--- config.mk ---
export PLATFORM = sky130hd
export DESIGN_NAME = axi_read_burst_scheduler
export DESIGN_NICKNAME = d
export VERILOG_FILES = /design/src/rtl/axi_read_burst_scheduler.sv
export SDC_FILE = /design/constraint.sdc
export NUM_CORES = 1
export LEC_CHECK = 0
export BUFFER_PORTS_ARGS = -buffer_cell sky130_fd_sc_hd__buf_2
export CORE_ASPECT_RATIO = 0.5
export CORE_MARGIN = 3
export CORE_UTILIZATION = 49
export CTS_CLUSTER_DIAMETER = 60
export DETAILED_ROUTE_END_ITERATION = 8
export GPL_ROUTABILITY_DRIVEN = 0
export PLACE_DENSITY_LB_ADDON = 0.08
export RECOVER_POWER = 50
export SKIP_LAST_GASP = 1
export SYNTH_ARGS = -nofsm -noshare
export SYNTH_HDL_FRONTEND = slang
export SYNTH_SLANG_ARGS = --single-unit
--- constraint.sdc ---
create_clock -name M_AXI_ACLK -period 2.1 [get_ports M_AXI_ACLK]
set_input_delay 0.315 -clock M_AXI_ACLK [delete_from_list [all_inputs] [get_ports M_AXI_ACLK]]
set_output_delay 0.315 -clock M_AXI_ACLK [all_outputs]
set_load 0.005 [all_outputs]
--- src/rtl/axi_read_burst_scheduler.sv ---
// axi_read_burst_scheduler: round-robin sharing of one burst read engine with a timeout watchdog
module axi_read_burst_scheduler #(
  parameter int NUM_REQ = 2,
  parameter int ADDR_WIDTH = 32,
  parameter int BURST_BYTES = 512,
  parameter int TIMEOUT_CYCLES = 4096,
  localparam int GW = NUM_REQ > 1 ? $clog2(NUM_REQ) : 1,
  localparam int CW = $clog2(TIMEOUT_CYCLES)
) (
  input  logic                          M_AXI_ACLK,
  input  logic                          M_AXI_ARESET,
  input  logic [NUM_REQ-1:0]            REQ_VALID,
  input  logic [NUM_REQ*ADDR_WIDTH-1:0] REQ_ADDR,
  output logic [NUM_REQ-1:0]            REQ_READY,
  output logic [NUM_REQ-1:0]            RSP_VALID,
  output logic                          RSP_ERROR,
  output logic                          ENG_START,
  output logic                          ENG_ABORT,
  output logic [ADDR_WIDTH-1:0]         ENG_ADDR,
  input  logic                          ENG_DONE,
  input  logic                          ENG_ERROR,
  output logic                          BUSY,
  output logic [GW-1:0]                 GRANT_ID
);
  typedef enum logic [1:0] {IDLE, ISSUE, WAIT, RESP} state_t;
  state_t state, state_n;
  logic [GW-1:0] ptr, ptr_n, pick, grant_n;
  logic found, aligned, bad, bad_n, err_n, start_n, abort_n;
  logic [ADDR_WIDTH-1:0] pick_addr, eng_addr_n;
  logic [NUM_REQ-1:0] ready_n, rsp_n;
  logic [CW-1:0] cnt, cnt_n;
  int j;
  always_comb begin
    found = 1'b0;
    pick = '0;
    j = 0;
    for (int i = 0; i < NUM_REQ; i++) begin
      j = int'(ptr) + i;
      j = j >= NUM_REQ ? j - NUM_REQ : j;
      if (!found && REQ_VALID[j[GW-1:0]]) begin
        found = 1'b1;
        pick = j[GW-1:0];
      end
    end
  end
  assign pick_addr = REQ_ADDR[int'(pick)*ADDR_WIDTH +: ADDR_WIDTH];
  assign aligned = (pick_addr & ADDR_WIDTH'(BURST_BYTES - 1)) == '0;
  // Outputs are computed for the state being entered, so every output is a register.
  always_comb begin
    state_n = state;
    ptr_n = ptr;
    grant_n = GRANT_ID;
    bad_n = bad;
    cnt_n = cnt;
    eng_addr_n = ENG_ADDR;
    ready_n = '0;
    rsp_n = '0;
    err_n = 1'b0;
    start_n = 1'b0;
    abort_n = 1'b0;
    case (state)
      IDLE: if (found) begin
        state_n = ISSUE;
        grant_n = pick;
        bad_n = !aligned;
        ready_n[pick] = 1'b1;
        start_n = aligned;
        eng_addr_n = aligned ? pick_addr : ENG_ADDR;
      end
      ISSUE: begin
        ptr_n = GRANT_ID == GW'(NUM_REQ - 1) ? '0 : GRANT_ID + 1'b1;
        state_n = bad ? RESP : WAIT;
        // The start cycle counts, so the registered abort lands TIMEOUT_CYCLES after ENG_START.
        cnt_n = CW'(1);
        rsp_n[GRANT_ID] = bad;
        err_n = bad;
      end
      WAIT: if (ENG_DONE || cnt == CW'(TIMEOUT_CYCLES - 1)) begin
        state_n = RESP;
        rsp_n[GRANT_ID] = 1'b1;
        err_n = !ENG_DONE || ENG_ERROR;
        abort_n = !ENG_DONE;
      end else cnt_n = cnt + 1'b1;
      default: state_n = IDLE;
    endcase
  end
  always_ff @(posedge M_AXI_ACLK) begin
    if (M_AXI_ARESET) begin
      state <= IDLE;
      ptr <= '0;
      bad <= 1'b0;
      cnt <= '0;
      GRANT_ID <= '0;
      ENG_ADDR <= '0;
      REQ_READY <= '0;
      RSP_VALID <= '0;
      RSP_ERROR <= 1'b0;
      ENG_START <= 1'b0;
      ENG_ABORT <= 1'b0;
      BUSY <= 1'b0;
    end else begin
      state <= state_n;
      ptr <= ptr_n;
      bad <= bad_n;
      cnt <= cnt_n;
      GRANT_ID <= grant_n;
      ENG_ADDR <= eng_addr_n;
      REQ_READY <= ready_n;
      RSP_VALID <= rsp_n;
      RSP_ERROR <= err_n;
      ENG_START <= start_n;
      ENG_ABORT <= abort_n;
      BUSY <= state_n != IDLE;
    end
  end
endmodule

==> summary by stage <==
Global routing
Entering global routing, the biggest net connects 35 pins. The first global-routing pass estimated 12210 microns of wire. The overall overflow remaining after global route is 0.

The number of global-route vias before repair is 2731. The global router's overall resource usage is 22.31%. The initial antenna violation count is 0.

Critical path
Counting both buffers and inverters, the worst setup path holds a total of 1. On the critical path the largest part of the delay comes from compound AO/OA/AOI/OAI gates. The capture instance of the worst register-to-register path is cnt[8]. The slowest stage of the critical path belongs to the cell a211oi_1. The total number of cells along the worst setup path is 6. The worst setup path is of the flop to flop kind. The most critical setup path has its startpoint at state[0]. The cell depth of the worst flop-to-flop path is 6.

STA classifies the critical path endpoint as a flop. The worst endpoint required time is 2.35 ns. Traced cell by cell, the critical path runs through inv_1, ha_2, nor2b_1, o21ai_1, a211oi_1, mux2i_1. Setup slack on the worst reg-to-reg path comes out at 0.19 ns. The startpoint type of the worst setup path is a flop. The startpoint identified for the worst register-to-register timing path is state[0]. At the worst endpoint, the arrival time is 2.16 ns. The top fanout value on the critical path is 10. In this run the worst setup path terminates at cnt[8].

The largest stage delay on the critical path is 0.36 ns.

Run status
The flow ran to the end, and the final reports show no timing, DRC or antenna violations.

Synthesis
Sequential cells were found to cover 39.48% of the synthesized design area. After Yosys synthesis, XOR and XNOR cells account for 0% of the synthesized area. Summing the areas of all and, or, nand and nor instances in the mapped netlist gives 23.64% of the synthesized area. Summing the areas of all fa, ha and maj instances in the mapped netlist gives 2.165% of the synthesized area. The synthesized netlist cell count is 318. The number of different library cells in the post-synthesis netlist is 45. Yosys printed 0 warnings.

The post-synthesis cell area is 0.002890 sq mm. The largest family of logic cells by synthesized area is simple AND/OR/NAND/NOR gates. The portion of synthesized area spent on multiplexers is 11.77%. The count of state elements after synthesis is 57. The average cell area after synthesis is 9.089 sq um.

Counting every net in the synthesized netlist gives 393. Summing the areas of all compound-gate instances in the mapped netlist gives 18.53% of the synthesized area.

STA
The final setup violation count is 0. Between clock sinks in the finished design, the worst skew comes to 0.009324 ns. The total negative slack is 0 ns.

The transition time at the pin with the least slew margin is 0.5292 ns. Headroom to the max-slew limit came out at 64.72%. The number of hold-slack violations in the final timing report is 0. Setup repair after global routing left no endpoint under its margin.

The highest clock frequency the design can meet is 523.0 MHz. The time the worst path needs with I/O delays and setup is 1.912 ns. The tightest hold path in the finished design has a slack of 0.2521 ns. The final worst-path cycle share is 91.04%. The count of pins over their slew limit is 0.

Finish
The sequential cell area is 0.001141 sq mm. The number of inserted diodes is 0. The share of cells above drive strength 1 is 33.26%. The count of cells in the finished layout, fillers not included, comes to 503. The area of the multi-input gates is 0.001628 sq mm.

Measured on the finished design, the core utilization comes to 67.86%. The net total in the final layout is 500. The total of fill cells in the finished design is 462.

The area added between synthesis and finish is 31.17%.

Pwr
Net switching is 28.45% of the power. The register share of total power is 36.2%. The analysis attributes to net switching a power of 949.9 uW. Internal power comes to 2.389 mW. The leakage component of the power is 1.685 nW. The share of power burned in the clock network is 43.4%. Combinational cells account for 20.4% of the total power. The power per cell area is 880.6 mW/mm^2. The highest ir drop seen on vdd is 474.7 uV.

Worst hold path
In this run the worst hold path is classified as primary input to flop. The startpoint identified for the worst hold timing path is ENG_ERROR.

Clock network
The number of post-CTS setup repair buffers is 0. The clock net in this run drives a total of 57 sinks. The total clock buffers created by CTS is 9. The H-tree generated during clock tree synthesis spans 3 levels. The clock transition at the register clock pins on the worst setup and hold paths after CTS is 0.05 ns.

The number of buffers between clock root and the deepest sink is 2. The tree is rooted in a clkbuf_16. The clock insertion delay at the later pin of the skew report is 0.32 ns. The count of hold buffers inserted by post-cts repair is 0.

The post-cts gate resize count is 0. TritonCTS built the clock tree.

Drt
Dividing the detail-routed via count by the number of cells gives 5.559. The routed layout has 2796 vias. After detailed routing, the average wire length per cell comes to 14.84 microns. The count of antenna-violating nets left after detailed routing is 0. The number of iterations in the first detailed-routing pass is 4.

Summed over all layers, the routed wires come to 7464 microns. After detailed routing, the number of remaining DRC violations is 0. The first routing iteration left 198 violations.

Place
The number of placed instances, taps included, is 487. The detailed placement HPWL is 5419 microns. The quantity of I/O buffers inserted on ports is 110.

Floorplan
The core region is 0.005587 sq mm. The number of top-level pins is 111. The effective utilization at floorplan is 51.74%. Row generation in the floorplan step produced 19 rows. The area of the die is 0.006912 sq mm. In this run the vertical extent of the chip is 60.31 microns. The horizontal die dimension is 114.6 microns.

Flow run
The count of max-cap constraint violations is 0.
-- per-layer routing --
layer | vias up | global-route usage (%) | share of wire, %
met2 | 88 | 38.96 | 50
met3 | 4 | 6.067 | 5.6
li1 | 1393 | - | -
met1 | 1311 | 26.69 | 43
met4 | 0 | 8.968 | 0.54
met5 | - | 0 | 0
-- cell usage after synthesis (all sizes together) --
library cell  count  area share [%]
nor2b            25             5.4
a31oi             2            0.43
o31ai             5             1.3
or3               3            0.65
a32oi             1            0.30
a41oi             1            0.30
or2               1            0.22
nand2b            5             1.1
nor4              2             1.2
o32ai             1            0.30
and4              1            0.30
inv               8             1.0
and3             11             2.4
and2b             1            0.26
nor3              3            0.52
nand3            27             4.7
o221ai            1            0.30
o41ai             2            0.61
a2111o            2            0.78
a21bo             1            0.35
ha                5             2.2
a311oi            2            0.61
mux2             23              11
o2111ai           2            0.61
o22ai             1            0.22
mux2i             1            0.35
nor2              9             1.2
a211oi            4             1.2
or4               9             2.5
nand4             6             1.3
a21oi            28             4.8
o21ai            26             4.5
o311ai            2            0.61
clkbuf           19             2.5
dfxtp            57              39
buf               3            0.91
o211ai            3             1.3
and2              1            0.22
nand2            14             1.8
-- cell type report --
| class | count | share of cell area, % |
|---|---|---|
| repair buffers | 118 | 15.64 |
| multi-input cells | 231 | 42.94 |
| inverters | 8 | 0.7921 |
| clock buffers | 12 | 6.766 |
| flip-flops and latches | 57 | 30.10 |
| clock inverters | 4 | 1.353 |
| well taps | 73 | 2.409 |
-- stage by stage --
step | setup WS (ns) | instance area (sq um) | power, mW
2_1_floorplan | 0.2387 | 2890 | 1.682
3_5_place_dp | 0.08856 | 3507 | 1.907
4_1_cts | 0.1030 | 3815 | 3.366
5_1_grt | 0.05526 | 3791 | 3.522
6_report | 0.1881 | 3791 | 3.339
3_3_place_gp | 0.1256 | 3507 | 1.876
-- power groups by stage --
stage	logic [mW]	registers, mW	clock network [mW]
after floorplan	0.466	1.22	0
after global placement	0.653	1.22	0
after detailed placement	0.679	1.23	0
after CTS	0.682	1.21	1.48
after global routing	0.771	1.22	1.53
final	0.681	1.21	1.45
-- placed cells by master (no fill, tap or decap), drive strengths merged, types with 6 or more instances in the layout --
cell / instances
buf: 96
dfxtp: 57
clkbuf: 34
a21oi: 28
nand3: 27
o21ai: 26
nor2b: 25
mux2: 23
nand2: 14
and3: 11
nor2: 9
or4: 9
inv: 8
nand4: 6
-- registers in the layout, summed over array words and instances, names as in the netlist --
| signal | flops |
|---|---|
| ENG_ADDR | 32 |
| cnt | 12 |
| REQ_READY | 2 |
| RSP_VALID | 2 |
| state | 2 |
| BUSY | 1 |
| ENG_ABORT | 1 |
| ENG_START | 1 |
| GRANT_ID | 1 |
| RSP_ERROR | 1 |
| bad | 1 |
| ptr | 1 |
-- worst min-delay path, cell delays in order --
cell,delay (ns)
buf_2,0.10
inv_1,0.04
a31oi_1,0.06
-- how the worst min path moves through the flow --
| stage | end | cells past startpoint |
|---|---|---|
| finish | RSP_ERROR | 3 |
| global route | RSP_ERROR | 3 |
| CTS | RSP_ERROR | 2 |
| detailed placement | ENG_ADDR[0] | 1 |
| global placement | ENG_ADDR[2] | 1 |
| floorplan | RSP_ERROR | 1 |
-- logic make-up after synthesis --
kind of cell / after synthesis
AOI/OAI and AO/OA: 84
adders and majority gates: 5
buffers and inverters: 30
DFF: 57
muxes: 24
and+or+nand+nor: 118
Power figures use the tool's default switching activity.
